$ cat config.mk
export PLATFORM = sky130hd
export DESIGN_NAME = cp0_reg
export DESIGN_NICKNAME = d
export VERILOG_FILES = /design/src/rtl/cp0_reg_pkg.sv /design/src/rtl/cp0_reg_timer.sv /design/src/rtl/cp0_reg.sv
export SDC_FILE = /design/constraint.sdc
export NUM_CORES = 1
export LEC_CHECK = 0
export ABC_AREA = 1
export CAP_MARGIN = 20
export CORE_MARGIN = 2
export CORE_UTILIZATION = 47
export CTS_BUF_LIST = sky130_fd_sc_hd__clkbuf_16
export DETAILED_ROUTE_END_ITERATION = 8
export GPL_TIMING_DRIVEN = 0
export PLACE_DENSITY = 0.87
export SLEW_MARGIN = 20
export SYNTH_ARGS = -nofsm -noshare
export SYNTH_HDL_FRONTEND = slang
export SYNTH_SLANG_ARGS = --single-unit
$ cat constraint.sdc
create_clock -name clk -period 3.4 [get_ports clk]
set_clock_uncertainty 0.05 [all_clocks]
set_input_delay 0.51 -clock clk [delete_from_list [all_inputs] [get_ports clk]]
set_output_delay 0.51 -clock clk [all_outputs]
set_load 0.05 [all_outputs]
$ cat src/rtl/cp0_reg_pkg.sv
// cp0_reg_pkg: CP0 register numbers and reset/write-mask constants
// shared by the CP0 register file and its timer.
package cp0_reg_pkg;

    localparam logic [4:0] CP0_REG_COUNT   = 5'd9;
    localparam logic [4:0] CP0_REG_COMPARE = 5'd11;
    localparam logic [4:0] CP0_REG_STATUS  = 5'd12;
    localparam logic [4:0] CP0_REG_CAUSE   = 5'd13;
    localparam logic [4:0] CP0_REG_EPC     = 5'd14;
    localparam logic [4:0] CP0_REG_PRID    = 5'd15;
    localparam logic [4:0] CP0_REG_CONFIG  = 5'd16;

    // CU0 set out of reset
    localparam logic [31:0] CP0_STATUS_RST = 32'h1000_0000;

    // IV[23], WP[22], IP[9:8] are the only software-writable Cause bits
    localparam logic [31:0] CP0_CAUSE_WMASK = 32'h00C0_0300;

    function automatic logic [31:0] cause_merge(
        input logic [31:0] cur,
        input logic [31:0] wdata
    );
        return (cur & ~CP0_CAUSE_WMASK) | (wdata & CP0_CAUSE_WMASK);
    endfunction

endpackage

$ cat src/rtl/cp0_reg_timer.sv
// cp0_timer: free-running Count, Compare and the sticky Compare-match
// interrupt. Match logic exists only when CP0_TIMER_INT_EN is defined.
module cp0_timer (
    input  logic        clk,
    input  logic        rst,
    input  logic        count_we,
    input  logic        compare_we,
    input  logic [31:0] wdata,
    output logic [31:0] count_o,
    output logic [31:0] compare_o,
    output logic        timer_int_o
);

    // Count increments every cycle; a software load beats the increment
    always_ff @(posedge clk) begin
        if (rst) begin
            count_o <= '0;
        end else if (count_we) begin
            count_o <= wdata;
        end else begin
            count_o <= count_o + 32'd1;
        end
    end

    // Compare is a plain software-loaded register
    always_ff @(posedge clk) begin
        if (rst) begin
            compare_o <= '0;
        end else if (compare_we) begin
            compare_o <= wdata;
        end
    end

`ifdef CP0_TIMER_INT_EN
    logic match;

    // Compare == 0 is treated as "timer disarmed"
    assign match = (compare_o != '0) && (count_o == compare_o);

    // Sticky interrupt; a Compare write acknowledges it and beats a match
    always_ff @(posedge clk) begin
        if (rst) begin
            timer_int_o <= 1'b0;
        end else if (compare_we) begin
            timer_int_o <= 1'b0;
        end else if (match) begin
            timer_int_o <= 1'b1;
        end
    end
`else
    assign timer_int_o = 1'b0;
`endif

endmodule

$ cat src/rtl/cp0_reg.sv
// cp0_reg: CP0 register file (Status, Cause, EPC, PRId, Config, read mux)
// around cp0_timer. Optional timer interrupt: CP0_TIMER_INT_EN.
module cp0_reg
    import cp0_reg_pkg::*;
#(
    parameter logic [31:0] PRID_VAL   = 32'h0048_0102,
    parameter logic [31:0] CONFIG_VAL = 32'h0000_8000
) (
    input  logic        clk,
    input  logic        rst,
    input  logic        we_i,
    input  logic [4:0]  waddr_i,
    input  logic [31:0] data_i,
    input  logic [4:0]  raddr_i,
    input  logic [5:0]  int_i,
    output logic [31:0] data_o,
    output logic [31:0] count_o,
    output logic [31:0] compare_o,
    output logic [31:0] status_o,
    output logic [31:0] cause_o,
    output logic [31:0] epc_o,
    output logic [31:0] config_o,
    output logic [31:0] prid_o,
    output logic        timer_int_o
);

    logic        wr_count;
    logic        wr_compare;
    logic        wr_status;
    logic        wr_cause;
    logic        wr_epc;
    logic [31:0] status_q;
    logic [31:0] cause_q;
    logic [31:0] cause_w;
    logic [31:0] epc_q;

    assign wr_count   = we_i && (waddr_i == CP0_REG_COUNT);
    assign wr_compare = we_i && (waddr_i == CP0_REG_COMPARE);
    assign wr_status  = we_i && (waddr_i == CP0_REG_STATUS);
    assign wr_cause   = we_i && (waddr_i == CP0_REG_CAUSE);
    assign wr_epc     = we_i && (waddr_i == CP0_REG_EPC);

    cp0_timer u_timer (
        .clk         (clk),
        .rst         (rst),
        .count_we    (wr_count),
        .compare_we  (wr_compare),
        .wdata       (data_i),
        .count_o     (count_o),
        .compare_o   (compare_o),
        .timer_int_o (timer_int_o)
    );

    // Status: fully writable
    always_ff @(posedge clk) begin
        if (rst) begin
            status_q <= CP0_STATUS_RST;
        end else if (wr_status) begin
            status_q <= data_i;
        end
    end

    // EPC: fully writable
    always_ff @(posedge clk) begin
        if (rst) begin
            epc_q <= '0;
        end else if (wr_epc) begin
            epc_q <= data_i;
        end
    end

    assign cause_w = wr_cause ? cause_merge(cause_q, data_i) : cause_q;

    // Cause: IP[15:10] tracks int_i every cycle, masked bits from software
    always_ff @(posedge clk) begin
        if (rst) begin
            cause_q <= '0;
        end else begin
            cause_q <= {cause_w[31:16], int_i, cause_w[9:0]};
        end
    end

    assign status_o = status_q;
    assign cause_o  = cause_q;
    assign epc_o    = epc_q;
    assign config_o = CONFIG_VAL;
    assign prid_o   = PRID_VAL;

    // Read mux: current register values, no write bypass, 0 during reset
    always_comb begin
        data_o = '0;
        if (!rst) begin
            unique case (raddr_i)
                CP0_REG_COUNT:   data_o = count_o;
                CP0_REG_COMPARE: data_o = compare_o;
                CP0_REG_STATUS:  data_o = status_q;
                CP0_REG_CAUSE:   data_o = cause_q;
                CP0_REG_EPC:     data_o = epc_q;
                CP0_REG_PRID:    data_o = PRID_VAL;
                CP0_REG_CONFIG:  data_o = CONFIG_VAL;
                default:         data_o = '0;
            endcase
        end
    end

endmodule

==> results.ini <==
[status]
status = finished clean

[clock_network]
postCtsSetupBuffers = 0
cts_num_sinks = 138
cts_tree = yes
cts_buffers = 17
postCtsHoldBufs = 0
cts_root_buffer = clkbuf_16
cts_max_path_buffers = 2
clk_latency_ns = 0.43
htree_levels = 4
clkTransAtPathRegs_ns = 0.06

[setup_path]
crit_fanout = 10
worstSetupEndpointType = output port
required_ns = 2.84
path_class = input port to output port
arrival_ns = 2.72
start_kind = input port

[routing]
routed-via-count = 8799
ant_nets = 0
drc = 0
avgViaCountPerCell = 5.23
first_iter_violations = 1123
routed_wl_um = 29300
wl_per_cell_um = 17.4
first_pass_iters = 6

[synth]
synth_xor_area_share_pct = 0.826
synthTopCellsByArea = dfxtp_1 (37%), nor2_1 (13%), nand2_1 (10%), buf_4 (9.3%), o21ai_0 (8.8%)
synth_compound_area_share_pct = 15.8
synth.area.mux_share_pct = 0
syn_area_per_cell_sq_um = 6.54
synthDistinctLibCells = 31
synth.ff_latch_count = 138
ys.flop_type = dfxtp_1
yosysSeqAreaShare_pct = 37.2
synth_largest_area_cell = dfxtp_1
synth_adder_area_share_pct = 0.169
synth_cells = 1135
async_flop_share_pct = 0
synth_top_area_share_pct = 37.2
synthesis.area_sq_um = 7420
synth_top_family_by_area = simple AND/OR/NAND/NOR gates
synth-edff-count = 0
yosysWarnings = 0
synthSimpleGateAreaFrac_pct = 28.4

[sta]
finalMaxSlewViolations = 0
finalCriticalPeriod_ns = 3.28
final.period_utilization_pct = 96.5
fmax_mhz = 305
hold_viol = 0
tightestPinTransition_ns = 0.704
finalSetupViolCount = 0
max_slew_margin_pct = 53.0
rsz0062_at_grt = no
whs_ns = 0.405

[cells_and_area]
multi_input_area_sq_um = 3700
layout.cells.non_filler = 1683
area_growth_pct = 42.4
n_fill_cell = 1332
num-nets-final = 1510
seq_area_sq_um = 2760
drive_above_1_share_pct = 13.1

[pwr]
p_leak_uw = 0.00456
cellPowerDensity_nw_per_um2 = 376
vdd_drop_max_v = 0.000329

[die]
rows = 45
dieArea_sq_um = 16800
die_w_um = 130
start_util_pct = 48.5
die_h_um = 130
core_sq_um = 15300
ios = 308

[placed_design]
place.detailed.instances = 1650
place_congestion = 0.961
port-buffer-count = 219
dp_hpwl_um = 21800

[grt]
grt-ovfl-total = 0
grt_pass1_vias = 8010
gr-usage-all-layers_pct = 34.1
antenna_found_initial = 0
grt_max_degree = 17
grt_pass1_wl_um = 43200

[min_path]
hold_path.class = input port to flop

[flow_run]
maxCapViolations = 0

==> layout by cell type (no fill, tap or decap), types with 3 or more instances in the layout <==
cell / Yosys / layout
buf_6: 4 / 4
nor2_2: 11 / 9
buf_1: 3 / 3
a21oi_1: 68 / 68
nand2_2: 3 / 3
a31oi_1: 21 / 21
clkbuf_16: 0 / 17
nand2_1: 200 / 200
conb_1: 2 / 87
buf_4: 92 / 92
o21ai_0: 130 / 130
nor3_2: 3 / 3
xnor2_1: 3 / 3
nor2_1: 253 / 253
clkbuf_1: 24 / 24
inv_1: 94 / 96
o211ai_1: 3 / 3
inv_2: 5 / 5
nor2_4: 2 / 4
clkinv_2: 0 / 7
dlygate4sd2_1: 0 / 3
xor2_1: 4 / 4
o21bai_1: 3 / 3
buf_2: 17 / 17
clkinv_1: 0 / 5
nand3_1: 41 / 41
clkbuf_2: 0 / 27
dfxtp_1: 138 / 138
clkdlybuf4s50_1: 0 / 187
or2_0: 3 / 3
==> worst max-delay path, stage by stage <==
cell	delay, ns
clkdlybuf4s50_1	0.52
inv_1	0.08
nor2_2	0.11
nand2_1	0.15
nor2_4	0.22
buf_2	0.31
a21oi_1	0.10
a31oi_1	0.15
dlygate4sd2_1	0.55
==> per-stage QoR <==
stage          power [uW]  worst slack (ns)  TNS [ns]  utilization [%]  area (sq um)
6_report             3980             0.119         0             69.0         10600
5_1_grt              4070            0.0104         0             69.0         10600
4_1_cts              3940          0.000463         0             69.6         10700
3_5_place_dp         2380            -0.309     -7.64             66.6         10200
3_3_place_gp         2380            -0.242     -5.14             66.6         10200
2_1_floorplan        2190             0.793         0                -          7740
==> cell type report <==
class	count	share of cell area [%]
timing repair buffer	219	19.5
sequential	138	26.1
inverter	99	3.52
tap	211	2.50
buffer	140	8.72
multi-input combinational	843	35.0
clock inverter	15	0.651
antenna	1	0.0237
clock buffer	17	4.03
==> logic make-up after synthesis <==
family                   after synthesis
AND/OR/NAND/NOR                      522
buffers and inverters                239
AO/OA/AOI/OAI                        226
flip-flops                           138
XOR/XNOR                               7
other                                  2
adder cells (fa/ha/maj)                1
==> power by group <==
| part | total (uW) | internal (uW) | switching [uW] |
|---|---|---|---|
| Combinational | 695 | 206 | 489 |
| Sequential | 1670 | 1640 | 29.4 |
| Clock | 1610 | 899 | 710 |
==> per-layer routing <==
metal	global-route usage (%)	vias up	share of wire, %
met4	16.9	0	4.5
met2	55.1	664	46
met3	9.91	139	13
met5	0	-	0
li1	-	4071	-
met1	41.7	3925	37
==> path summary, 6_finish.rpt <==
check	cells past startpoint	slack, ns	startpoint	to
min	2	0.40	rst	u_timer.count_o[2]$_SDFF_PP0_
max reg2reg	9	1.65	u_timer.count_o[2]$_SDFF_PP0_	u_timer.count_o[17]$_SDFF_PP0_
min reg2reg	2	0.42	status_o[25]$_SDFFE_PP0P_	status_o[25]$_SDFFE_PP0P_
max	9	0.12	raddr_i[0]	data_o[2]
==> sequential cells by signal, summed over array words and instances, names as in the netlist <==
name               cells
u_timer.count_o       32
u_timer.compare_o     32
status_o              32
cause_o               10
epc_o                 32
==> Yosys cell counts (4+ instances only) <==
library cell / n
buf_6: 4
dfxtp_1: 138
a21oi_1: 68
inv_1: 94
buf_2: 17
buf_4: 92
a31oi_1: 21
inv_2: 5
nor2_2: 11
nand3_1: 41
clkbuf_1: 24
o21ai_0: 130
nor2_1: 253
nand2_1: 200
xor2_1: 4
==> what timing repair did <==
item,4_1_cts,5_1_grt
resized for setup,37,72
endpoints found under the setup margin,32,32
pin swaps,0,0
Note: power is estimated with default switching activity, not from simulation.
